## src/rtl/reg_bank8_wport.sv

```systemverilog
// 8 x WIDTH register bank fed by a one-hot write select from a 3-to-8 decoder.
// Two registered read ports with same-edge write bypass; malformed selects latch a sticky error.

module reg_bank8_cell #(
  parameter int WIDTH     = 8,
  parameter bit HARD_ZERO = 1'b0
) (
  input  logic             CLK,
  input  logic             RST,
  input  logic             we,
  input  logic [WIDTH-1:0] d,
  output logic [WIDTH-1:0] q
);

  // A hardwired-zero cell is simply held in reset; synthesis folds it to a constant.
  always_ff @(posedge CLK) begin
    if (RST || HARD_ZERO) q <= '0;
    else if (we)          q <= d;
  end

endmodule

module reg_bank8_wport #(
  parameter int WIDTH    = 8,
  parameter bit ZERO_REG = 1'b0
) (
  input  logic             CLK,
  input  logic             RST,
  input  logic             WEN,
  input  logic [7:0]       WSEL,
  input  logic [WIDTH-1:0] WDATA,
  input  logic [2:0]       RA,
  input  logic [2:0]       RB,
  output logic [WIDTH-1:0] QA,
  output logic [WIDTH-1:0] QB,
  output logic             WR_ACK,
  output logic             SEL_ERR
);

  localparam int NUM_REGS = 8;

  typedef struct packed {
    logic             en;
    logic [7:0]       sel;
    logic [WIDTH-1:0] data;
  } wr_req_t;

  wr_req_t                           req;
  logic                              sel_onehot;
  logic                              wr_accept;
  logic                              sel_bad;
  logic [NUM_REGS-1:0]               wr_hit;
  logic [NUM_REGS-1:0][WIDTH-1:0]    rf;
  logic [WIDTH-1:0]                  val_a;
  logic [WIDTH-1:0]                  val_b;

  assign req = '{en: WEN, sel: WSEL, data: WDATA};

  // x & (x-1) clears the lowest set bit, so zero means at most one bit was set.
  assign sel_onehot = (req.sel != 8'h00) && ((req.sel & (req.sel - 8'd1)) == 8'h00);
  assign wr_accept  = req.en && sel_onehot;
  assign sel_bad    = req.en && !sel_onehot;
  assign wr_hit     = wr_accept ? req.sel : 8'h00;

  generate
    for (genvar i = 0; i < NUM_REGS; i++) begin : g_cell
      reg_bank8_cell #(
        .WIDTH     (WIDTH),
        .HARD_ZERO (ZERO_REG && (i == 0))
      ) u_cell (
        .CLK (CLK),
        .RST (RST),
        .we  (wr_hit[i]),
        .d   (req.data),
        .q   (rf[i])
      );
    end
  endgenerate

  function automatic logic [WIDTH-1:0] rd_val(
    input logic [2:0]                    addr,
    input logic [NUM_REGS-1:0]           hit,
    input logic [WIDTH-1:0]              wdata,
    input logic [NUM_REGS-1:0][WIDTH-1:0] regs
  );
    // Register 0 never bypasses when hardwired: a write to it must read back as zero.
    if (ZERO_REG && addr == 3'd0) return '0;
    if (hit[addr])                return wdata;
    return regs[addr];
  endfunction

  always_comb begin
    val_a = rd_val(RA, wr_hit, req.data, rf);
    val_b = rd_val(RB, wr_hit, req.data, rf);
  end

  always_ff @(posedge CLK) begin
    if (RST) begin
      QA      <= '0;
      QB      <= '0;
      WR_ACK  <= 1'b0;
      SEL_ERR <= 1'b0;
    end else begin
      QA     <= val_a;
      QB     <= val_b;
      WR_ACK <= wr_accept;
      if (sel_bad) SEL_ERR <= 1'b1;
    end
  end

endmodule

```

## config.mk

```make
export PLATFORM = sky130hd
export DESIGN_NAME = reg_bank8_wport
export DESIGN_NICKNAME = d
export VERILOG_FILES = /design/src/rtl/reg_bank8_wport.sv
export SDC_FILE = /design/constraint.sdc
export NUM_CORES = 1
export LEC_CHECK = 0
export BUFFER_PORTS_ARGS = -buffer_cell sky130_fd_sc_hd__buf_2
export CAP_MARGIN = 10
export CORE_MARGIN = 4
export CORE_UTILIZATION = 60
export DETAILED_ROUTE_END_ITERATION = 8
export GPL_TIMING_DRIVEN = 0
export PLACE_DENSITY_LB_ADDON = 0.25
export SLEW_MARGIN = 5
export SYNTH_ARGS = -nofsm -noshare
export SYNTH_HDL_FRONTEND = slang
export SYNTH_SLANG_ARGS = --single-unit
```

## constraint.sdc

```tcl
create_clock -name CLK -period 8.4 [get_ports CLK]
set_input_delay 1.68 -clock CLK [delete_from_list [all_inputs] [get_ports CLK]]
set_output_delay 1.68 -clock CLK [all_outputs]
set_load 0.03 [all_outputs]
```

==> impl_metrics.csv, run 1 <==
group,metric,value,unit
floorplanning,die_area,8581,sq um
route,antenna_left,0,
timing,drv_slew,0,
power_and_ir_drop,pwr-share-clk,0.377,
setup_path,cp_num_buf_inv,2,
setup_path,start_kind,"primary input",
synth,synth_cells,373,
layout,register_area,1642,sq um
power_and_ir_drop,p_sw_frac,0.2732,
layout,finalNetCount,439,
synth,synth-seq-cells,82,
setup_path,r2r-start,"g_cell[3].u_cell.q[5]",
route,firstDrtPassIters,5,
floorplanning,die_x,92.64,um
synth,synth.largest_area_cell,"dfxtp_1",
synth,ys_top_cells_by_area,"dfxtp_1 (38%), mux2i_1 (19%), mux4_2 (19%), nor2_1 (5.2%), nand2b_1 (4.8%)",
hold_path,holdCritPathClass,"flip-flop to flip-flop",
timing,finClkSkew,0.008146,ns
layout,area_delta_synth_final,10.65,%
timing,rsz0062_at_grt,"false",
grt,overflow,0,
floorplanning,ioPinCount,43,
route,wl_met1,4338,um
floorplanning,core-area,6869,sq um
clock_network,clk_latency,0.36,ns
synth,yosysWarnings,0,
synth,syn-num-nets,398,
layout,multi_input_area,2515,sq um
clock_network,clock_tree.root_cell,"clkbuf_8",
layout,layout-drive-gt1-share,0.2601,
power_and_ir_drop,seqPwrFrac,0.533,
clock_network,cts_tree,"done",
route,detailroute.via_count,3218,
grt,grt_max_degree,16,
clock_network,cts.sinks,82,
flow_run,drv_cap,0,
synth,ys.flop_type,"dfxtp_1",
timing,hold_viol,0,
floorplanning,initial_core_util,0.6257,
setup_path,path_depth,6,
setup_path,cp-endpoint,"QA[5]",
route,wl,10800,um
route,route.met3.wl,658,um
clock_network,cts_buffers,9,
floorplanning,die_h,92.64,um
route,first_iter_violations,245,
power_and_ir_drop,ir_drop,87.80,uV
setup_path,required,8.63,ns
timing,post-route-period-util,0.4756,
setup_path,path_delay_family,"buffers and inverters",
setup_path,critPathMaxFanout,10,
route,top_layer_used,"met4",
grt,grt_pass1_vias,3226,
route,drc,0,
place,portBuffers,30,
run_status,status,"finished, final reports clean",
timing,fmax,0.2503,GHz
layout,final_cells,515,
setup_path,path_cells,"clkbuf_1 -> clkbuf_1 -> mux2i_1 -> a311oi_4 -> mux2i_1 -> nor2_1",
timing,layout_min_cycle_time,3.995,ns
clock_network,ctsHoldBuffers,0,
floorplanning,rows,30,
layout,n_fill_cell,535,
setup_path,endpoint_kind,"flip-flop",
synth,synth-edff-count,0,
grt,grt_pass1_wl,17280,um
synth,ys_async_sr_fraction,0,
grt,antenna_found_initial,0,
synth,synth_top_area_frac,0.3820,
clock_network,htree_levels,3,
power_and_ir_drop,comb_power_share,0.090,
power_and_ir_drop,power,733.8,uW
layout,num_antenna_cells,0,
setup_path,max_stage_delay,0.71,ns
setup_path,r2r_cells,4,
setup_path,cp-startpoint,"RA[0]",
timing,slew_headroom,0.2084,
clock_network,cts_resized,0,
power_and_ir_drop,intPower,533.3,uW
setup_path,crit_slowest_cell,"a311oi_4",
hold_path,hold_depth,2,
grt,grt_usage,0.2692,
timing,max_slew.worst_pin.slew,1.169,ns
synth,syn_area,4298,sq um
power_and_ir_drop,p_leak,0.001902,uW
clock_network,post-cts-setup-buffer-count,0,
setup_path,worstSetupPathType,"primary input to flip-flop",
timing,setup-tns-final,0,ns
synth,synth_cell_types,35,
clock_network,cts_max_path_buffers,2,
route,routedWlPerCell,20.97,um
synth,avgSynthCellArea,11.52,sq um
clock_network,clkTransAtPathRegs,0.09,ns
place,dp_cells,499,
place,gp_congestion,0.8145,
place,dpl.hpwl,7247,um
power_and_ir_drop,powerDensity,154.3,nW/um^2
route,via_per_inst,6.249,
timing,setup_viol,0,
setup_path,worstPathArrival,4.23,ns
setup_path,r2r-end,"QB[5]",
setup_path,r2r_slack,6.94,ns
synth,ys_seq_area_frac,0.3820,
power_and_ir_drop,power.switching,200.5,uW
route,wl_met2,5545,um
[layout by cell type (no fill, tap or decap), types with 2 or more instances in the layout]
master,count
mux4_2,36
nor3_1,6
clkbuf_1,23
clkinv_4,2
dfxtp_1,82
nand2b_1,33
buf_1,2
a311oi_4,3
clkbuf_8,10
nor2_1,60
buf_6,2
inv_1,2
mux2_2,16
nand2_2,2
a211oi_1,3
buf_2,31
mux2i_1,82
[area by class of cell]
cell class	count	area share
buffer	30	0.02815
clock buffer	10	0.02894
clock inverter	6	0.01052
inverter	2	0.001579
multi-input combinational	259	0.5288
sequential	82	0.3452
tap	96	0.02526
timing repair buffer	30	0.03157
[sequential cells by signal, indices dropped and copies added, names as in the netlist]
register and count:
WR_ACK 1, QA 8, QB 8, SEL_ERR 1, g_cell.u_cell.q 64
[kinds of logic (layout without fill, tap and decap cells)]
| group | Yosys count | count (layout) | share of synthesized area |
|---|---|---|---|
| AOI/OAI and AO/OA | 12 | 12 | 0.03348 |
| xor gates and xnor gates | 1 | 1 | 0.002038 |
| buffers and inverters | 32 | 78 | 0.03290 |
| DFF | 82 | 82 | 0.3819 |
| muxes | 134 | 134 | 0.4215 |
| and+or+nand+nor | 112 | 112 | 0.1281 |
[cell usage after synthesis (all sizes together) (2+ instances only)]
library cell,number
a211oi,3
a311oi,3
buf,6
clkbuf,24
dfxtp,82
inv,2
mux2,16
mux2i,82
mux4,36
nand2,3
nand2b,33
nor2,60
nor3,6
o311ai,2
or4,2
[per-stage QoR]
stage / utilization / hold slack, ns / worst slack, ns / cell area, sq um
floorplan: - / 0.4552 / 4.475 / 4298
global placement: 0.6650 / 0.4713 / 4.070 / 4568
detailed placement: 0.6650 / 0.4820 / 4.049 / 4568
CTS: 0.6924 / 0.4963 / 4.416 / 4756
global route: 0.6924 / 0.5238 / 4.268 / 4756
finish: 0.6924 / 0.5028 / 4.405 / 4756
[power groups by stage]
stage | combinational, uW | clock (uW) | sequential, uW
CTS | 65.5 | 279 | 391
detailed placement | 65.1 | 0 | 400
global route | 69.9 | 296 | 391
finish | 66.1 | 277 | 391
global placement | 64.2 | 0 | 400
floorplan | 42.0 | 0 | 401
[worst min-delay path, stage by stage (launching register included)]
cell and delay (ns):
dfxtp_1 0.33, nand2b_1 0.07, mux2i_1 0.06
[worst min path at each step]
stage	from	to	slack, ns
final	g_cell[3].u_cell.q[2]	g_cell[3].u_cell.q[2]	0.50
after floorplan	g_cell[5].u_cell.q[7]	g_cell[5].u_cell.q[7]	0.46
after global routing	g_cell[3].u_cell.q[2]	g_cell[3].u_cell.q[2]	0.52
after CTS	g_cell[3].u_cell.q[2]	g_cell[3].u_cell.q[2]	0.50
after detailed placement	g_cell[3].u_cell.q[2]	g_cell[3].u_cell.q[2]	0.48
after global placement	g_cell[2].u_cell.q[4]	g_cell[2].u_cell.q[4]	0.47
[layer usage]
layer,global-route usage,vias to the layer above
li1,-,1444
met4,0.1136,0
met1,0.3287,1610
met5,0,-
met3,0.04793,25
met2,0.4683,139
Power figures use the tool's default switching activity.
==> run 2: changes to the inputs <==
--- a/config.mk
+++ b/config.mk
@@ -8,7 +8,7 @@
 export BUFFER_PORTS_ARGS = -buffer_cell sky130_fd_sc_hd__buf_2
 export CAP_MARGIN = 10
 export CORE_MARGIN = 4
-export CORE_UTILIZATION = 60
+export CORE_UTILIZATION = 59
 export DETAILED_ROUTE_END_ITERATION = 8
 export GPL_TIMING_DRIVEN = 0
 export PLACE_DENSITY_LB_ADDON = 0.25
==> constraint.sdc (replaced) <==
create_clock -name CLK -period 3.81 [get_ports CLK]
set_input_delay 0.762 -clock CLK [delete_from_list [all_inputs] [get_ports CLK]]
set_output_delay 0.762 -clock CLK [all_outputs]
set_load 0.03 [all_outputs]
==> impl_metrics.csv, run 2 (same netlist as run 1, synthesis figures left out) <==
group,metric,value,unit
run_status,status,"finished, final reports clean",
setup_path,r2r-end,"QB[5]",
timing,rsz0062_at_grt,"false",
hold_path,hold_end,"g_cell[2].u_cell.q[5]",
timing,max_slew.worst_pin.slew,1.186,ns
clock_network,cts_tree,"done",
floorplanning,die_h,93.35,um
floorplanning,initial_core_util,0.6189,
timing,timing.hold.ws,0.5003,ns
grt,grt_usage,0.2707,
setup_path,r2r-start,"g_cell[3].u_cell.q[5]",
place,gp_congestion,0.8294,
layout,layout-drive-gt1-share,0.2578,
timing,slew_headroom,0.2063,
power_and_ir_drop,power,1661,uW
place,dp_cells,499,
setup_path,required,4.03,ns
hold_path,hold_depth,2,
timing,layout_min_cycle_time,3.123,ns
setup_path,crit_slowest_cell,"a311oi_4",
grt,grt_pass1_vias,3292,
layout,area_delta_synth_final,11.03,%
route,antenna_left,0,
layout,reg_top3,"g_cell.u_cell.q x64, QA x8, QB x8",
setup_path,endpoint_kind,"flip-flop",
setup_path,worstPathArrival,3.34,ns
clock_network,clock_tree.root_cell,"clkbuf_8",
grt,grt_pass1_wl,17450,um
layout,finalNetCount,439,
clock_network,ctsHoldBuffers,0,
layout,num_antenna_cells,0,
clock_network,htree_levels,3,
layout,largest_reg_flops,64,
grt,overflow,0,
floorplanning,core-area,6944,sq um
clock_network,clkTransAtPathRegs,0.09,ns
floorplanning,ioPinCount,43,
hold_path,hp-start,"g_cell[2].u_cell.q[5]",
place,portBuffers,30,
setup_path,start_kind,"primary input",
timing,finClkSkew,0.004955,ns
route,via_per_inst,6.017,
setup_path,path_delay_family,"buffers and inverters",
floorplanning,die_area,8714,sq um
grt,grt_max_degree,16,
setup_path,path_cells,"clkbuf_1 -> clkbuf_1 -> mux2i_1 -> a311oi_4 -> mux2i_1 -> nor2_1",
power_and_ir_drop,ir_drop,203.1,uV
layout,n_fill_cell,542,
timing,setup-tns-final,0,ns
route,firstDrtPassIters,5,
clock_network,cts_buffers,9,
grt,antenna_found_initial,0,
layout,final_cells,515,
clock_network,post-cts-setup-buffer-count,0,
route,drc,0,
layout,final_cell_mix,"dfxtp_1 (82), mux2i_1 (82), nor2_1 (60), mux4_2 (36), nand2b_1 (33)",
timing,fmax,0.3202,GHz
timing,post-route-period-util,0.8196,
power_and_ir_drop,powerDensity,348.0,nW/um^2
route,first_iter_violations,264,
setup_path,max_stage_delay,0.74,ns
hold_path,holdCritPathClass,"flip-flop to flip-flop",
clock_network,cts.sinks,82,
setup_path,worstSetupPathType,"primary input to flip-flop",
timing,setup_viol,0,
setup_path,r2r_cells,4,
power_and_ir_drop,p_leak,0.001910,uW
route,routedWlPerCell,21.19,um
flow_run,drv_cap,0,
timing,hold_viol,0,
layout,regMostFlops,"g_cell.u_cell.q",
clock_network,clk_latency,0.36,ns
setup_path,r2r_slack,2.34,ns
timing,setup_ws,0.6874,ns
floorplanning,rows,30,
setup_path,critPathMaxFanout,10,
route,detailroute.via_count,3099,
place,dpl.hpwl,7201,um
place,dp_slack,0.3450,ns
setup_path,cp_num_buf_inv,2,
timing,drv_slew,0,
clock_network,cts_resized,0,
clock_network,cts_max_path_buffers,2,
floorplanning,die_x,93.35,um
route,wl,10910,um
## run 2: area by class of cell
cell class                 instances  area, sq um  area share
multi-input combinational        259         2515      0.5270
timing repair buffer              30        150.1     0.03146
clock buffer                      10        127.6     0.02674
buffer                            30        133.9     0.02805
clock inverter                     6        76.32     0.01599
sequential                        82         1642      0.3440
tap                               96        120.1     0.02517
inverter                           2        7.507    0.001573
## run 2: layer usage
layer | global-route usage | share of wire | up-vias | wire, um
met5 | 0 | 0 | - | 0
met4 | 0.1294 | 0.029 | 0 | 317
met3 | 0.07160 | 0.083 | 28 | 906
met2 | 0.4449 | 0.49 | 131 | 5307
met1 | 0.3297 | 0.40 | 1491 | 4382
li1 | - | - | 1449 | -
## run 2: report_power, final
part / total [uW] / switching (uW) / internal [uW]
Sequential: 862 / 2.10 / 859
Combinational: 146 / 92.7 / 53.7
Clock: 653 / 341 / 312
## run 2: through the flow
stage          area (sq um)    util
6_report               4772  0.6872
5_1_grt                4772  0.6872
4_1_cts                4772  0.6872
3_5_place_dp           4568  0.6578
3_3_place_gp           4568  0.6578
2_1_floorplan          4298       -
## run 2: worst max path at each step
stage	slack, ns	endpoint	start	depth (start not counted)
4_1_cts	0.70	QA[4]	RA[0]	6
2_1_floorplan	0.80	QA[0]	WSEL[3]	8
6_report	0.69	QA[4]	RA[0]	6
5_1_grt	0.55	QA[5]	RA[0]	6
3_3_place_gp	0.36	QA[5]	RA[0]	6
3_5_place_dp	0.34	QA[4]	RA[0]	6
## run 2: worst min-delay path: stages, from the launching register on
cell	delay (ns)
dfxtp_1	0.33
nand2b_1	0.07
mux2i_1	0.06
==> run 3: changes to the inputs <==
--- a/config.mk
+++ b/config.mk
@@ -5,10 +5,11 @@
 export SDC_FILE = /design/constraint.sdc
 export NUM_CORES = 1
 export LEC_CHECK = 0
+export ABC_AREA = 1
 export BUFFER_PORTS_ARGS = -buffer_cell sky130_fd_sc_hd__buf_2
 export CAP_MARGIN = 10
 export CORE_MARGIN = 4
-export CORE_UTILIZATION = 59
+export CORE_UTILIZATION = 53
 export DETAILED_ROUTE_END_ITERATION = 8
 export GPL_TIMING_DRIVEN = 0
 export PLACE_DENSITY_LB_ADDON = 0.25
==> constraint.sdc (replaced) <==
create_clock -name CLK -period 2.54 [get_ports CLK]
set_input_delay 0.508 -clock CLK [delete_from_list [all_inputs] [get_ports CLK]]
set_output_delay 0.508 -clock CLK [all_outputs]
set_load 0.03 [all_outputs]
==> impl_metrics.csv, run 3 <==
group,metric,value,unit
timing,finClkSkew,0.01239,ns
route,wl_met1,6186,um
synth,synth_cell_types,25,
timing,slew_headroom,0.5239,
clock_network,cts_max_path_buffers,2,
grt,overflow,0,
layout,final_common_cell,"a21oi_1",
place,dpl.hpwl,10020,um
synth,ys_seq_area_frac,0.3885,
setup_path,worstSetupPathType,"primary input to flip-flop",
setup_path,critPathMaxFanout,9,
floorplanning,initial_core_util,0.5468,
synth,synth-edff-count,0,
grt,grt_max_degree,16,
layout,fin_area,4674,sq um
synth,syn-num-nets,649,
route,top_layer_used,"met4",
route,drc,0,
hold_path,hp-start,"RST",
power_and_ir_drop,power,2628,uW
synth,yosysWarnings,0,
layout,area_delta_synth_final,10.63,%
synth,synth_top_area_frac,0.3885,
setup_path,r2r-start,"g_cell[3].u_cell.q[2]",
synth,avgSynthCellArea,6.771,sq um
grt,grt_usage,0.2833,
layout,largest_reg_flops,64,
clock_network,clock_tree.root_cell,"clkbuf_8",
grt,antenna_found_initial,0,
synth,syn_area,4225,sq um
synth,synth_top_family_by_area,"compound AO/OA/AOI/OAI gates",
timing,fmax,0.4734,GHz
route,wl,13490,um
timing,post-route-period-util,0.8317,
run_status,status,"finished, final reports clean",
synth,muxShareOfSynthArea,0,
setup_path,required,2.83,ns
setup_path,start_kind,"primary input",
layout,regMostFlops,"g_cell.u_cell.q",
synth,synth-seq-cells,82,
place,gp_congestion,1.032,
layout,final_cell_mix,"a21oi_1 (132), o21ai_0 (105), dfxtp_1 (82), inv_1 (72), nand2_1 (56)",
timing,layout_min_cycle_time,2.113,ns
clock_network,cts_tree,"done",
layout,num_antenna_cells,0,
route,route.met3.wl,1196,um
timing,hold_viol,0,
setup_path,endpoint_kind,"flip-flop",
floorplanning,die_x,97.29,um
synth,synthSimpleGateAreaFrac,0.1626,
timing,max_slew.worst_pin.slew,0.7141,ns
clock_network,cts.sinks,82,
power_and_ir_drop,ir_drop,285.7,uV
layout,reg_top3,"g_cell.u_cell.q x64, QA x8, QB x8",
route,first_iter_violations,488,
floorplanning,die_h,97.29,um
hold_path,hold_end,"SEL_ERR",
route,via_per_inst,5.882,
synth,synth_cells,624,
clock_network,cts_resized,0,
setup_path,r2r_cells,7,
setup_path,worstPathArrival,2.41,ns
route,wl_met2,5390,um
floorplanning,core-area,7727,sq um
route,routedWlPerCell,17.55,um
synth,ys.flop_type,"dfxtp_1",
clock_network,post-cts-setup-buffer-count,0,
synth,yosys-top-cells-count,"a21oi_1 (132), o21ai_0 (105), dfxtp_1 (82)",
grt,grt_pass1_wl,21380,um
timing,rsz0062_at_grt,"false",
clock_network,ctsHoldBuffers,0,
floorplanning,die_area,9464,sq um
flow_run,drv_cap,0,
power_and_ir_drop,powerDensity,562.1,nW/um^2
clock_network,cts_buffers,9,
route,antenna_left,0,
synth,ys_async_sr_fraction,0,
timing,setup_viol,0,
place,portBuffers,27,
grt,grt_pass1_vias,4077,
synth,yosys.area_share.adder,0,
power_and_ir_drop,p_leak,0.001758,uW
clock_network,htree_levels,3,
timing,setup-tns-final,0,ns
layout,layout-drive-gt1-share,0.1049,
route,detailroute.via_count,4523,
route,firstDrtPassIters,6,
place,place_area,4488,sq um
setup_path,r2r-end,"QB[2]",
floorplanning,rows,32,
timing,drv_slew,0,
layout,finalNetCount,687,
synth,ys_top_cells_by_area,"dfxtp_1 (39%), a21oi_1 (16%), o21ai_0 (12%), inv_1 (6.4%), nand2_1 (5.0%)",
floorplanning,ioPinCount,43,
synth,synth.most_common_cell,"a21oi_1",
synth,synthXorXnorAreaFrac,0,
clock_network,clkTransAtPathRegs,0.08,ns
hold_path,holdCritPathClass,"primary input to flip-flop",
clock_network,clk_latency,0.35,ns
synth,synth_compound_area_frac,0.3352,
setup_path,r2r_slack,1.13,ns
hold_path,hold_depth,2,
synth,synth.largest_area_cell,"dfxtp_1",
run 3: cell count changes after synthesis, moves of 16 or more:
cell / change
a21oi_1: +131
inv_1: +70
mux2_2: -16
mux2i_1: -82
mux4_2: -36
nand2_1: +55
nand2b_1: -33
nor2_1: -24
o21ai_0: +105
o21ai_1: +23
run 3: critical path, stage by stage:
cell     delay, ns
buf_2         0.12
nor2_1        0.17
nand2_1       0.08
nand2_1       0.08
nand3_2       0.14
nor2_8        0.23
nand3_2       0.25
nand2_1       0.13
nand3_1       0.09
nand3_2       0.19
nand2_2       0.16
nand2_1       0.09
nand2_1       0.05
nor2_1        0.08
run 3: metal layers:
metal  track usage  vias to the layer above
met1        0.4158                     2082
li1              -                     2180
met5             0                        -
met4        0.1555                        0
met3       0.04523                       41
met2        0.3933                      220
run 3: cell families after synthesis:
logic type / count (synthesis)
compound gates: 277
buf+inv: 125
flops: 82
simple gates: 140
run 3: stage by stage:
stage               cells  hold WS (ns)    util  worst slack [ns]
floorplan             624        0.4376       -            0.5781
global placement      753        0.4491  0.5808            0.1486
detailed placement    753        0.4604  0.5808           0.08583
CTS                   769        0.3385  0.6049            0.4607
global route          769        0.3442  0.6049            0.1922
finish                769        0.3531  0.6049            0.4274
run 3: worst max-delay path by stage:
stage            start     to  slack, ns  cells after the start
2_1_floorplan  WSEL[0]  QA[6]       0.58                     13
3_3_place_gp   WSEL[0]  QB[0]       0.15                     14
3_5_place_dp   WSEL[0]  QB[5]       0.09                     14
4_1_cts        WSEL[0]  QB[0]       0.46                     14
5_1_grt        WSEL[4]  QB[1]       0.19                     14
6_report       WSEL[4]  QB[0]       0.43                     14
run 3: cell type report:
type	count	area (sq um)
inverter	75	281.5
tap	102	127.6
clock buffer	10	137.6
timing repair buffer	27	135.1
clock inverter	6	48.80
buffer	50	198.9
sequential	82	1642
fill	762	3053
multi-input combinational	417	2103
run 3: power by group:
| part | internal (uW) | leakage, uW | switching [uW] |
|---|---|---|---|
| Clock | 390 | 0.0000855 | 492 |
| Sequential | 1310 | 0.000665 | 7.04 |
| Combinational | 119 | 0.00101 | 307 |
| Total | 1820 | 0.00176 | 806 |
